==> src/rtl/dram_slot_sched.sv <==
// dram_slot_sched: splits each PHI2 cycle into two DRAM slots (A: S1-S3,
// B: S5-S7) and grants them to CBR refresh, the CPU window or a DMA engine.
// Every DRAM strobe is a flop output.
module dram_slot_sched #(
    parameter int REF_DIV = 13
) (
    input  logic DotClk,
    input  logic RESET,
    input  logic PHI2,
    input  logic CpuSel,
    input  logic CpuWr,
    input  logic DmaReq,
    input  logic DmaWr,
    output logic RASr,
    output logic CASr,
    output logic RWEr,
    output logic RAsel,
    output logic DmaSel,
    output logic DmaAck,
    output logic RefBusy
);

    typedef enum logic [1:0] {SA_IDLE, SA_REF, SA_DMA} slot_a_e;
    typedef enum logic [1:0] {SB_IDLE, SB_CPU, SB_DMA} slot_b_e;

    localparam logic [7:0] RC_TOP = 8'(REF_DIV - 1);

    // PHI2 synchroniser and phase tracking
    logic       phi2_sync_q, phi2_sync_d;
    logic       phi2_prev_q, phi2_prev_d;
    logic       seen_q, seen_d;
    logic [3:0] s_q, s_d;
    logic [7:0] rc_q, rc_d;
    logic       ref_pend_q, ref_pend_d;

    // slot ownership, latched at slot entry
    slot_a_e    slot_a_q, slot_a_d;
    slot_b_e    slot_b_q, slot_b_d;
    logic       wr_a_q, wr_a_d;
    logic       wr_b_q, wr_b_d;

    // registered strobes
    logic       ras_q, ras_d;
    logic       cas_q, cas_d;
    logic       rwe_q, rwe_d;
    logic       rasel_q, rasel_d;
    logic       dmasel_q, dmasel_d;
    logic       dma_ack_q, dma_ack_d;
    logic       refbusy_q, refbusy_d;

    logic       fall;
    logic       early;

    // Sync regs reset high, so a reset-time low never looks like a falling edge
    // until a genuine low sample has been recorded in seen_q.
    assign fall  = phi2_prev_q & ~phi2_sync_q & seen_q;
    // A fall mid-cycle (not the first sync, not a stalled/normal end) is a glitch.
    assign early = fall && (s_q != 4'd0) && (s_q < 4'd7);

    // Phase counter, refresh cadence and slot grants
    always_comb begin
        phi2_sync_d = PHI2;
        phi2_prev_d = phi2_sync_q;
        seen_d      = seen_q | ~phi2_sync_q;
        s_d         = s_q;
        rc_d        = rc_q;
        ref_pend_d  = ref_pend_q;
        slot_a_d    = slot_a_q;
        slot_b_d    = slot_b_q;
        wr_a_d      = wr_a_q;
        wr_b_d      = wr_b_q;

        if (fall) begin
            s_d = 4'd1;
        end else if (s_q != 4'd0 && s_q != 4'd15) begin
            s_d = s_q + 4'd1;
        end

        // S only passes 2 once per synced cycle, so a stalled PHI2 freezes RC.
        if (s_q == 4'd2) begin
            if (rc_q == RC_TOP) begin
                rc_d       = 8'd0;
                ref_pend_d = 1'b1;
            end else begin
                rc_d = rc_q + 8'd1;
            end
        end

        if (fall) begin
            // Entering S1: any slot-B access is over (or aborted by a glitch).
            slot_a_d = SA_IDLE;
            slot_b_d = SB_IDLE;
            // A glitch resync leaves the whole cycle's slot A idle.
            if (!early) begin
                if (ref_pend_q) begin
                    slot_a_d   = SA_REF;
                    ref_pend_d = 1'b0;
                end else if (DmaReq && !dma_ack_q) begin
                    // DmaReq seen during its own ack cycle is the old transaction.
                    slot_a_d = SA_DMA;
                    wr_a_d   = DmaWr;
                end
            end
        end else if (s_q == 4'd4) begin
            if (CpuSel) begin
                slot_b_d = SB_CPU;
                wr_b_d   = CpuWr;
            end else if (DmaReq) begin
                slot_b_d = SB_DMA;
                wr_b_d   = DmaWr;
            end else begin
                slot_b_d = SB_IDLE;
            end
        end
    end

    // Strobe pattern for the phase being entered, so flops hold it during S=k
    always_comb begin
        ras_d     = 1'b0;
        cas_d     = 1'b0;
        rwe_d     = 1'b0;
        rasel_d   = 1'b0;
        dmasel_d  = 1'b0;
        dma_ack_d = 1'b0;
        refbusy_d = 1'b0;
        case (s_d)
            4'd1, 4'd2, 4'd3: begin
                if (slot_a_d == SA_REF) begin
                    // CAS-before-RAS refresh
                    cas_d     = (s_d != 4'd3);
                    ras_d     = (s_d != 4'd1);
                    refbusy_d = 1'b1;
                end else if (slot_a_d == SA_DMA) begin
                    ras_d     = 1'b1;
                    rasel_d   = (s_d != 4'd1);
                    cas_d     = (s_d == 4'd3);
                    rwe_d     = (s_d == 4'd3) && wr_a_d;
                    dmasel_d  = 1'b1;
                    dma_ack_d = (s_d == 4'd3);
                end
            end
            4'd5, 4'd6, 4'd7: begin
                if (slot_b_d != SB_IDLE) begin
                    ras_d     = 1'b1;
                    rasel_d   = (s_d != 4'd5);
                    cas_d     = (s_d == 4'd7);
                    rwe_d     = (s_d == 4'd7) && wr_b_d;
                    dmasel_d  = (slot_b_d == SB_DMA);
                    dma_ack_d = (s_d == 4'd7) && (slot_b_d == SB_DMA);
                end
            end
            default: ;
        endcase
    end

    // State and output registers
    always_ff @(posedge DotClk) begin
        if (RESET) begin
            phi2_sync_q <= 1'b1;
            phi2_prev_q <= 1'b1;
            seen_q      <= 1'b0;
            s_q         <= 4'd0;
            rc_q        <= 8'd0;
            ref_pend_q  <= 1'b0;
            slot_a_q    <= SA_IDLE;
            slot_b_q    <= SB_IDLE;
            wr_a_q      <= 1'b0;
            wr_b_q      <= 1'b0;
            ras_q       <= 1'b0;
            cas_q       <= 1'b0;
            rwe_q       <= 1'b0;
            rasel_q     <= 1'b0;
            dmasel_q    <= 1'b0;
            dma_ack_q   <= 1'b0;
            refbusy_q   <= 1'b0;
        end else begin
            phi2_sync_q <= phi2_sync_d;
            phi2_prev_q <= phi2_prev_d;
            seen_q      <= seen_d;
            s_q         <= s_d;
            rc_q        <= rc_d;
            ref_pend_q  <= ref_pend_d;
            slot_a_q    <= slot_a_d;
            slot_b_q    <= slot_b_d;
            wr_a_q      <= wr_a_d;
            wr_b_q      <= wr_b_d;
            ras_q       <= ras_d;
            cas_q       <= cas_d;
            rwe_q       <= rwe_d;
            rasel_q     <= rasel_d;
            dmasel_q    <= dmasel_d;
            dma_ack_q   <= dma_ack_d;
            refbusy_q   <= refbusy_d;
        end
    end

    assign RASr    = ras_q;
    assign CASr    = cas_q;
    assign RWEr    = rwe_q;
    assign RAsel   = rasel_q;
    assign DmaSel  = dmasel_q;
    assign DmaAck  = dma_ack_q;
    assign RefBusy = refbusy_q;

endmodule

==> config.mk <==
export PLATFORM = sky130hd
export DESIGN_NAME = dram_slot_sched
export DESIGN_NICKNAME = d
export VERILOG_FILES = /design/src/rtl/dram_slot_sched.sv
export SDC_FILE = /design/constraint.sdc
export NUM_CORES = 1
export LEC_CHECK = 0
export ABC_AREA = 1
export CAP_MARGIN = 30
export CORE_MARGIN = 2
export CORE_UTILIZATION = 40
export DETAILED_ROUTE_END_ITERATION = 8
export DONT_BUFFER_PORTS = 1
export GPL_TIMING_DRIVEN = 0
export PLACE_DENSITY = 0.6
export SYNTH_ARGS = -nofsm -noshare
export SYNTH_HDL_FRONTEND = slang
export SYNTH_SLANG_ARGS = --single-unit
==> constraint.sdc <==
create_clock -name DotClk -period 5.39 [get_ports DotClk]
set_clock_uncertainty 0.2 [all_clocks]
set_input_delay 0.539 -clock DotClk [delete_from_list [all_inputs] [get_ports DotClk]]
set_output_delay 0.539 -clock DotClk [all_outputs]
set_load 0.02 [all_outputs]
==> results of run 1 <==
cells in the mapped netlist (all sizes together):
cell,count,area share (%)
nand2,43,12
nor2,34,11
dfxtp,29,37
inv,28,6.8
nand3,15,7.2
a21oi,13,5.9
o21ai,10,3.9
ha,5,4.0
nor3,5,1.9
nand4,3,1.2
buf,2,1.4
clkbuf,2,1.1
nor3b,2,0.97
nor4,2,0.81
or2,2,0.81
a211oi,1,0.48
and3,1,0.40
nand3b,1,0.48
o211ai,1,0.81
o21a,1,0.48
o22ai,1,0.40
through the flow:
step                      instance area (um2)  power [W]  cells  util [%]  hold WS, ns
after floorplan                          1550   0.000517    201         -        0.237
final                                    1730   0.000791    257      46.9        0.162
after global routing                     1730   0.000843    257      46.9        0.149
after detailed placement                 1610   0.000562    249      43.8        0.266
after global placement                   1610   0.000562    249      43.8        0.262
after CTS                                1730   0.000796    257      46.9        0.156
power by group:
group | switching [W] | internal [W] | total [W]
Clock | 0.0000839 | 0.000151 | 0.000235
Combinational | 0.000205 | 0.000101 | 0.000306
Sequential | 0.0000170 | 0.000233 | 0.000250
Total | 0.000306 | 0.000485 | 0.000791
routing by layer:
metal | global-route usage, % | vias up
met5 | 0 | -
met4 | 4.59 | 0
met3 | 4.77 | 4
met2 | 23.6 | 14
met1 | 21.0 | 552
li1 | - | 657
worst register-to-register path: cells and delay by family (launching register included):
family | cells | cell delay, ns
AOI/OAI and AO/OA | 2 | 0.24
adders and majority gates | 1 | 0.26
buffers and inverters | 3 | 0.22
DFF | 1 | 0.37
and+or+nand+nor | 5 | 0.67
how the worst min path moves through the flow:
stage,startpoint,end,cells past startpoint
after floorplan,phi2_prev_d,phi2_prev_q,2
after global placement,phi2_prev_d,phi2_prev_q,2
after detailed placement,seen_q,seen_q,2
after CTS,PHI2,phi2_prev_d,1
after global routing,PHI2,phi2_prev_d,1
final,PHI2,phi2_prev_d,1
cell type report:
cell class,instances,area share (%)
multi-input cells,140,47.9
flip-flops and latches,29,33.6
inverters,28,6.07
clock buffers,7,4.99
well taps,48,3.47
plain buffers,4,2.31
clock inverters,1,1.74
registers in the layout, indices dropped and copies added (netlist names), 2 cells and up:
register and count:
rc_q 8, slot_a_q 2, slot_b_q 2, s_q 4
logic make-up after synthesis:
group                      count (synthesis)  share of synthesized area, %
AOI/OAI and AO/OA                         27                          12.0
DFF                                       29                          37.4
and+or+nand+nor                          108                          37.3
adders and majority gates                  5                          4.03
buffers and inverters                     32                          9.34
==> flow_summary.ini, run 1 <==
[status]
status = complete, no violations

[timing]
finalSetupViolCount = 0
tightest_slew_ns = 0.498
max_slew_margin_pct = 66.8
fin_ws_ns = 3.38
finalHoldViolCount = 0
timing.fmax_mhz = 496
grt_setup_unrepaired = no
layout_min_cycle_time_ns = 2.01
final.period_utilization_pct = 37.4
setup_tns_ns = 0
slew_viol_final = 0

[critical_path]
max_stage_delay_ns = 0.37
crit_chain = inv_1 > ha_1 > nor2_1 > o21ai_2 > nor2_4 > inv_2 > nor2_4 > inv_2 > nor3_2 > nand2_1 > a21oi_1
rrSetupSlack_ns = 3.38
reg2reg_depth = 11
crit_end = DmaAck
end_kind = flip-flop
critPathLaunchType = flip-flop
path_max_fanout = 4
timing.rr.start = s_q[0]
worstReg2RegEnd = DmaAck
cp.buffers_inverters = 3
cp.depth = 11
worstSetupStartpoint = s_q[0]
required_ns = 5.39
path_delay_family = simple AND/OR/NAND/NOR gates
crit_arrival_ns = 2.02
critPathSlowestCell = dfxtp_1
path_class = flip-flop to flip-flop

[synth]
synthCells = 201
synthesis.area_mm2 = 0.00155
syn_nets = 213
synth.distinct_cells = 35
yosysWarnings = 0
synth_seq_cells = 29
avgSynthCellArea_um2 = 7.73
ys_seq_area_share_pct = 37.4

[routing]
met1_length_um = 1550
drtIter0Drc = 68
drt.antenna.violating_nets = 0
wl_per_cell_um = 11.5
vias_per_cell = 4.77
vias = 1227
top_layer_used = met4
routed_wl_um = 2970
wl_met3_um = 106
drcViolationCount = 0
wl_met2_um = 1290
first_pass_iters = 4

[final_layout]
fillCellCount = 375
multiInputGateArea_um2 = 828
mostFrequentLayoutCells = nand2_1 (34), dfxtp_1 (29), nor2_1 (25), inv_1 (23), nand3_1 (9)
areaGrowthSynthToFinish_pct = 11.4
fin_nets = 220
n_antenna_cell = 0
seq_area_um2 = 581
drive_above_1_share_pct = 23.9
final_common_cell = nand2_1

[clock_network]
cts_buffers = 5
clkTransAtPathRegs_ns = 0.07
clkLatencyLatePin_ns = 0.28
clock-sinks = 29
cts_buffer_depth = 2
post_cts_resized = 0
cts_hold_buf = 0
cts_tree = built
postCtsSetupRepairBufs = 0
root_buffer = clkbuf_8
cts_max_level = 2

[pwr]
power_density_mw_per_mm2 = 457
p_leak_nw = 0.700
peakVddDrop_v = 0.000308

[place]
place_hpwl_um = 2270
pre_cts_ws_ns = 3.39
gp_congestion = 0.859
port_buffers = 0

[floorplanning]
core_area_mm2 = 0.00369
start_util_pct = 42.1
dieHeight_um = 66.3
dieWidth_um = 66.3
io_pins = 14
num_rows = 22
die-area_mm2 = 0.00440

[worst_hold_path]
hp-class = input port to flip-flop

[global_route]
grtUsageTotal_pct = 15.5
antenna_found_initial = 0
grt_overflow_total = 0
grt_max_degree = 11
grt_pass1_vias = 1157
grt_pass1_wl_um = 5180

[flow_run]
drv_cap = 0
Note: power is estimated with default switching activity, not from simulation.
==> run 2: changes to the inputs <==
Settings changed: ABC_AREA 1 to 0.
Clock period 5.39 ns to 1.9 ns, I/O delays scaled along.
==> run 2 against run 1 <==
Compared with the run above:
- clock-buffer cell count unchanged
- sequential power rose to 2.7 times the previous value
- the run now ends with negative setup slack left
- routed wire length up 19%
- final area up 14%
- clock power up 140%
- critical endpoint is now CASr
- fmax down 0.39%
==> flow_summary.ini, run 2 <==
[status]
status = complete, but fails checks
failed_checks = negative setup slack

[critical_path]
end_kind = flip-flop
timing.rr.start = s_q[0]
rrSetupSlack_ns = -0.12
worstSetupStartpoint = s_q[0]
worstReg2RegEnd = CASr
path_class = flip-flop to flip-flop
path_max_fanout = 7
required_ns = 1.89
crit_arrival_ns = 2.01
reg2reg_depth = 6
critPathLaunchType = flip-flop
crit_end = CASr

[floorplanning]
core_area_mm2 = 0.00363
io_pins = 14
start_util_pct = 41.5
dieWidth_um = 65.4
num_rows = 22
dieHeight_um = 65.4
die-area_mm2 = 0.00428

[synth]
synth_area_leaders = dfxtp_1 (39%), nor2_1 (6.2%), a21oi_1 (4.6%)
synth.most_common_cell = dfxtp_1
synth_top_area_cell = dfxtp_1
synth.distinct_cells = 53
synth_fa_ha_area_share_pct = 4.15
synth_xor_area_share_pct = 4.65
synth_seq_cells = 29
synth.mux.area_fraction_pct = 2.32
ys_seq_area_share_pct = 38.5
synthArstFlopShare_pct = 0
yosysWarnings = 0
synth_compound_area_share_pct = 17.6
synth_top_family_by_area = simple AND/OR/NAND/NOR gates
synth-edff-count = 0
synthesis.area_mm2 = 0.00151
ys.flop_type = dfxtp_1
synth_top_area_share_pct = 38.5
synthTopCellsByCount = dfxtp_1 (29), nor2_1 (25), a21oi_1 (14), nand2_1 (12)
synth-simple-area-share_pct = 28.4
avgSynthCellArea_um2 = 8.72
syn_nets = 185
synthCells = 173

[clock_network]
clkTransAtPathRegs_ns = 0.06
cts_buffer_depth = 2
root_buffer = clkbuf_8
cts_buffers = 5
clock-sinks = 29
clkLatencyLatePin_ns = 0.29
cts_tree = built
cts_max_level = 2

[timing]
layout_min_cycle_time_ns = 2.02
setup_tns_ns = -0.404
finalSetupViolCount = 7
tightest_slew_ns = 0.476
max_slew_margin_pct = 68.2
fin_ws_ns = -0.122
grt_setup_unrepaired = yes
timing.fmax_mhz = 494
finalHoldViolCount = 0
final.period_utilization_pct = 106
slew_viol_final = 0

[global_route]
grt_pass1_vias = 1220
grt_max_degree = 11
grt_pass1_wl_um = 5760
grtUsageTotal_pct = 18.1
grt_overflow_total = 0
antenna_found_initial = 0

[routing]
wl_per_cell_um = 14.4
drcViolationCount = 0
routed_wl_um = 3520
first_pass_iters = 4
vias = 1314
drtIter0Drc = 83
drt.antenna.violating_nets = 0
vias_per_cell = 5.36

[place]
port_buffers = 0
place_hpwl_um = 2300
place_area_mm2 = 0.00161
gp_congestion = 0.885

[pwr]
power_density_mw_per_mm2 = 880
peakVddDrop_v = 0.000530
p_leak_nw = 0.714

[final_layout]
drive_above_1_share_pct = 33.5
fin_util_pct = 54.2
mostFrequentLayoutCells = dfxtp_1 (27), nor2_1 (23), buf_4 (15), a21oi_1 (13), nand2_1 (11)
areaGrowthSynthToFinish_pct = 30.7
finalInstanceArea_mm2 = 0.00197
largestRegisters = rc_q x8, s_q x4
largest-register = rc_q
fin_nets = 208
n_antenna_cell = 0
largest_reg_flops = 8
final_common_cell = dfxtp_1

[worst_hold_path]
hp-class = input port to flip-flop

[flow_run]
drv_cap = 0
==> run 2: cell types whose count changed in the layout (fill, tap and decap cells not counted), sizes merged, moves of 5 or more <==
cell,change
xor2,+5
o21ai,-6
nor2,-9
buf,+16
nand3,-7
inv,-20
nand2,-31
==> run 2: timing repair <==
item / CTS / global route
hold buffers: 3 / 0
hold endpoints to repair: 5 / 0
setup buffers: 13 / 2
pin swaps: 16 / 8
setup endpoints to repair: 13 / 16
resized for setup: 22 / 8
cloned: 0 / 0
==> run 2: area by class of cell <==
cell class / instances / area, um2
fill: 348 / 1660
multi-input combinational: 130 / 1020
sequential: 29 / 588
timing repair buffer: 18 / 143
clock buffer: 7 / 96.3
tap: 48 / 60.1
inverter: 8 / 37.5
buffer: 4 / 25.0
clock inverter: 1 / 5.00
==> run 2: metrics by stage <==
step	instances	hold slack [ns]	total power (W)	worst slack, ns
after floorplan	173	0.0938	0.000975	0.0105
after CTS	243	0.0281	0.00170	-0.140
final	245	0.0286	0.00173	-0.122
after global placement	221	0.0961	0.00103	-0.173
after global routing	245	0.0246	0.00181	-0.204
after detailed placement	221	0.0971	0.00104	-0.210
==> run 2: cells by family (layout without fill, tap and decap cells) <==
logic type / count (synthesis) / in the layout
multiplexers: 3 / 3
buffers and inverters: 14 / 38
adder cells (fa/ha/maj): 5 / 5
AO/OA/AOI/OAI: 36 / 36
flip-flops: 29 / 29
XOR/XNOR: 8 / 8
AND/OR/NAND/NOR: 78 / 78
==> run 2: how the worst min path moves through the flow <==
stage	startpoint	end	slack [ns]	cells past startpoint
final	DmaReq	slot_b_q[1]	0.03	2
after global routing	DmaReq	slot_b_q[1]	0.02	2
after CTS	DmaReq	slot_b_q[1]	0.03	2
after detailed placement	PHI2	phi2_prev_d	0.1	1
after global placement	PHI2	phi2_prev_d	0.1	1
after floorplan	PHI2	phi2_prev_d	0.09	1
==> run 2: worst max-delay path, cell delays in order (launching register included) <==
cell,delay (ns)
dfxtp_4,0.37
ha_4,0.19
and3_4,0.20
or3_4,0.40
a21oi_4,0.16
nand4_1,0.11
a311oi_2,0.29
==> run 2: metal layers <==
| metal | GRT usage, % | part of all wire, % | vias to the layer above |
|---|---|---|---|
| met5 | 0 | 0 | - |
| met4 | 10.9 | 1.6 | 0 |
| met3 | 3.77 | 5.3 | 6 |
| met2 | 28.4 | 49 | 31 |
| met1 | 22.6 | 44 | 622 |
| li1 | - | - | 655 |
==> run 2: where the power goes <==
part,total (W),switching [W],leakage (nW),internal [W]
sequential,0.000668,0.0000334,0.236,0.000634
combinational,0.000504,0.000253,0.424,0.000251
clock,0.000563,0.000237,0.0542,0.000327
==> run 3: changes to the inputs <==
Clock period 1.9 ns to 2.6 ns, I/O delays scaled along.
==> run 3 against run 2 <==
Compared with the run above:
- the flow now finishes without violations
- final area fell by 15%
- core utilization fell by 8.3 points
- register-to-register slack better by 0.34 ns
- sequential share of layout area is 5.0 points higher
- combinational power down 50%
- first-iteration DRC count is 69% lower
- largest power group unchanged
==> flow_summary.ini, run 3 (synthesis results as in run 2) <==
[status]
status = complete, no violations

[flow_run]
drv_cap = 0

[final_layout]
finalInstanceArea_mm2 = 0.00167
drive_above_1_share_pct = 13.1
largestRegisters = rc_q x8, s_q x4
mostFrequentLayoutCells = dfxtp_1 (29), nor2_1 (25), a21oi_1 (14), nand2_1 (12)
largest_reg_flops = 8
n_antenna_cell = 0
areaGrowthSynthToFinish_pct = 10.6
final_common_cell = dfxtp_1
largest-register = rc_q
fin_nets = 194

[clock_network]
postCtsSetupRepairBufs = 0
cts_max_level = 2
cts_buffers = 5
cts_buffer_depth = 2
root_buffer = clkbuf_8
clkLatencyLatePin_ns = 0.27
cts_tree = built
post_cts_resized = 0
clkTransAtPathRegs_ns = 0.06
clock-sinks = 29

[floorplanning]
die-area_mm2 = 0.00428
io_pins = 14
core_area_mm2 = 0.00363
start_util_pct = 41.5
dieWidth_um = 65.4
num_rows = 22
dieHeight_um = 65.4

[global_route]
grt_max_degree = 11
grt_pass1_wl_um = 5300
grtUsageTotal_pct = 16.7
antenna_found_initial = 0
grt_pass1_vias = 1182
grt_overflow_total = 0

[place]
port_buffers = 0
gp_congestion = 0.787
place_area_mm2 = 0.00157
place_hpwl_um = 2370

[timing]
final.period_utilization_pct = 91.6
setup_tns_ns = 0
finalSetupViolCount = 0
grt_setup_unrepaired = no
slew_viol_final = 0
tightest_slew_ns = 0.534
finalHoldViolCount = 0
hold_slack_ns = 0.0455
max_slew_margin_pct = 64.1
layout_min_cycle_time_ns = 2.38
timing.fmax_mhz = 420

[pwr]
peakVddDrop_v = 0.000421
p_leak_nw = 0.603
power_density_mw_per_mm2 = 642

[routing]
drcViolationCount = 0
drtIter0Drc = 26
routed_wl_um = 3120
wl_per_cell_um = 13.5
drt.antenna.violating_nets = 0
vias = 1253
first_pass_iters = 4
vias_per_cell = 5.42

[critical_path]
path_class = flip-flop to flip-flop
required_ns = 2.56
end_kind = flip-flop
critPathLaunchType = flip-flop
crit_arrival_ns = 2.35
path_max_fanout = 6

[worst_hold_path]
hp-class = input port to flip-flop
[run 3: repair_timing]
| action | 4_1_cts | 5_1_grt |
|---|---|---|
| setup endpoints to repair | 0 | 0 |
| hold endpoints to repair | 2 | 0 |
| hold buffers | 2 | 0 |
[run 3: path summary, 6_finish.rpt]
check                                   end    from  slack [ns]  cells after the start
worst max-delay path                 DmaAck  s_q[0]        0.22                      8
worst min-delay path            slot_b_q[1]  DmaReq        0.05                      2
worst max register to register       DmaAck  s_q[0]        0.22                      8
worst min register to register       seen_q  seen_q        0.26                      2
[run 3: where the power goes]
group | switching (W) | internal [W]
Combinational | 0.000143 | 0.000109
Sequential | 0.0000148 | 0.000460
Clock | 0.000155 | 0.000189
[run 3: through the flow]
step	util (%)	power [W]	cells	setup WS, ns
finish	45.9	0.00107	231	0.219
global route	45.9	0.00113	231	0.118
detailed placement	43.1	0.000731	221	0.263
floorplan	-	0.000683	173	0.513
global placement	43.1	0.000724	221	0.278
CTS	45.9	0.00108	231	0.224
[run 3: routing by layer]
layer,up-vias,GRT usage (%),routed length [um]
li1,624,-,-
met1,605,20.2,1490
met2,18,26.1,1430
met3,6,5.31,121
met4,0,9.11,73
met5,-,0,0
[run 3: cell type report]
type	instances	area [um2]
fillers	375	1970
multi-input cells	130	861
repair buffers	2	20.0
inverters	8	30.0
well taps	48	60.1
clock buffers	8	80.1
flip-flops and latches	29	581
plain buffers	6	36.3
[run 3: critical path, stage by stage, from the launching register on]
cell      delay [ns]
dfxtp_1         0.37
inv_1           0.15
ha_1            0.31
nor3b_2         0.21
or2_1           0.22
buf_6           0.13
a31oi_4         0.23
o21bai_2        0.15
a211oi_1        0.29
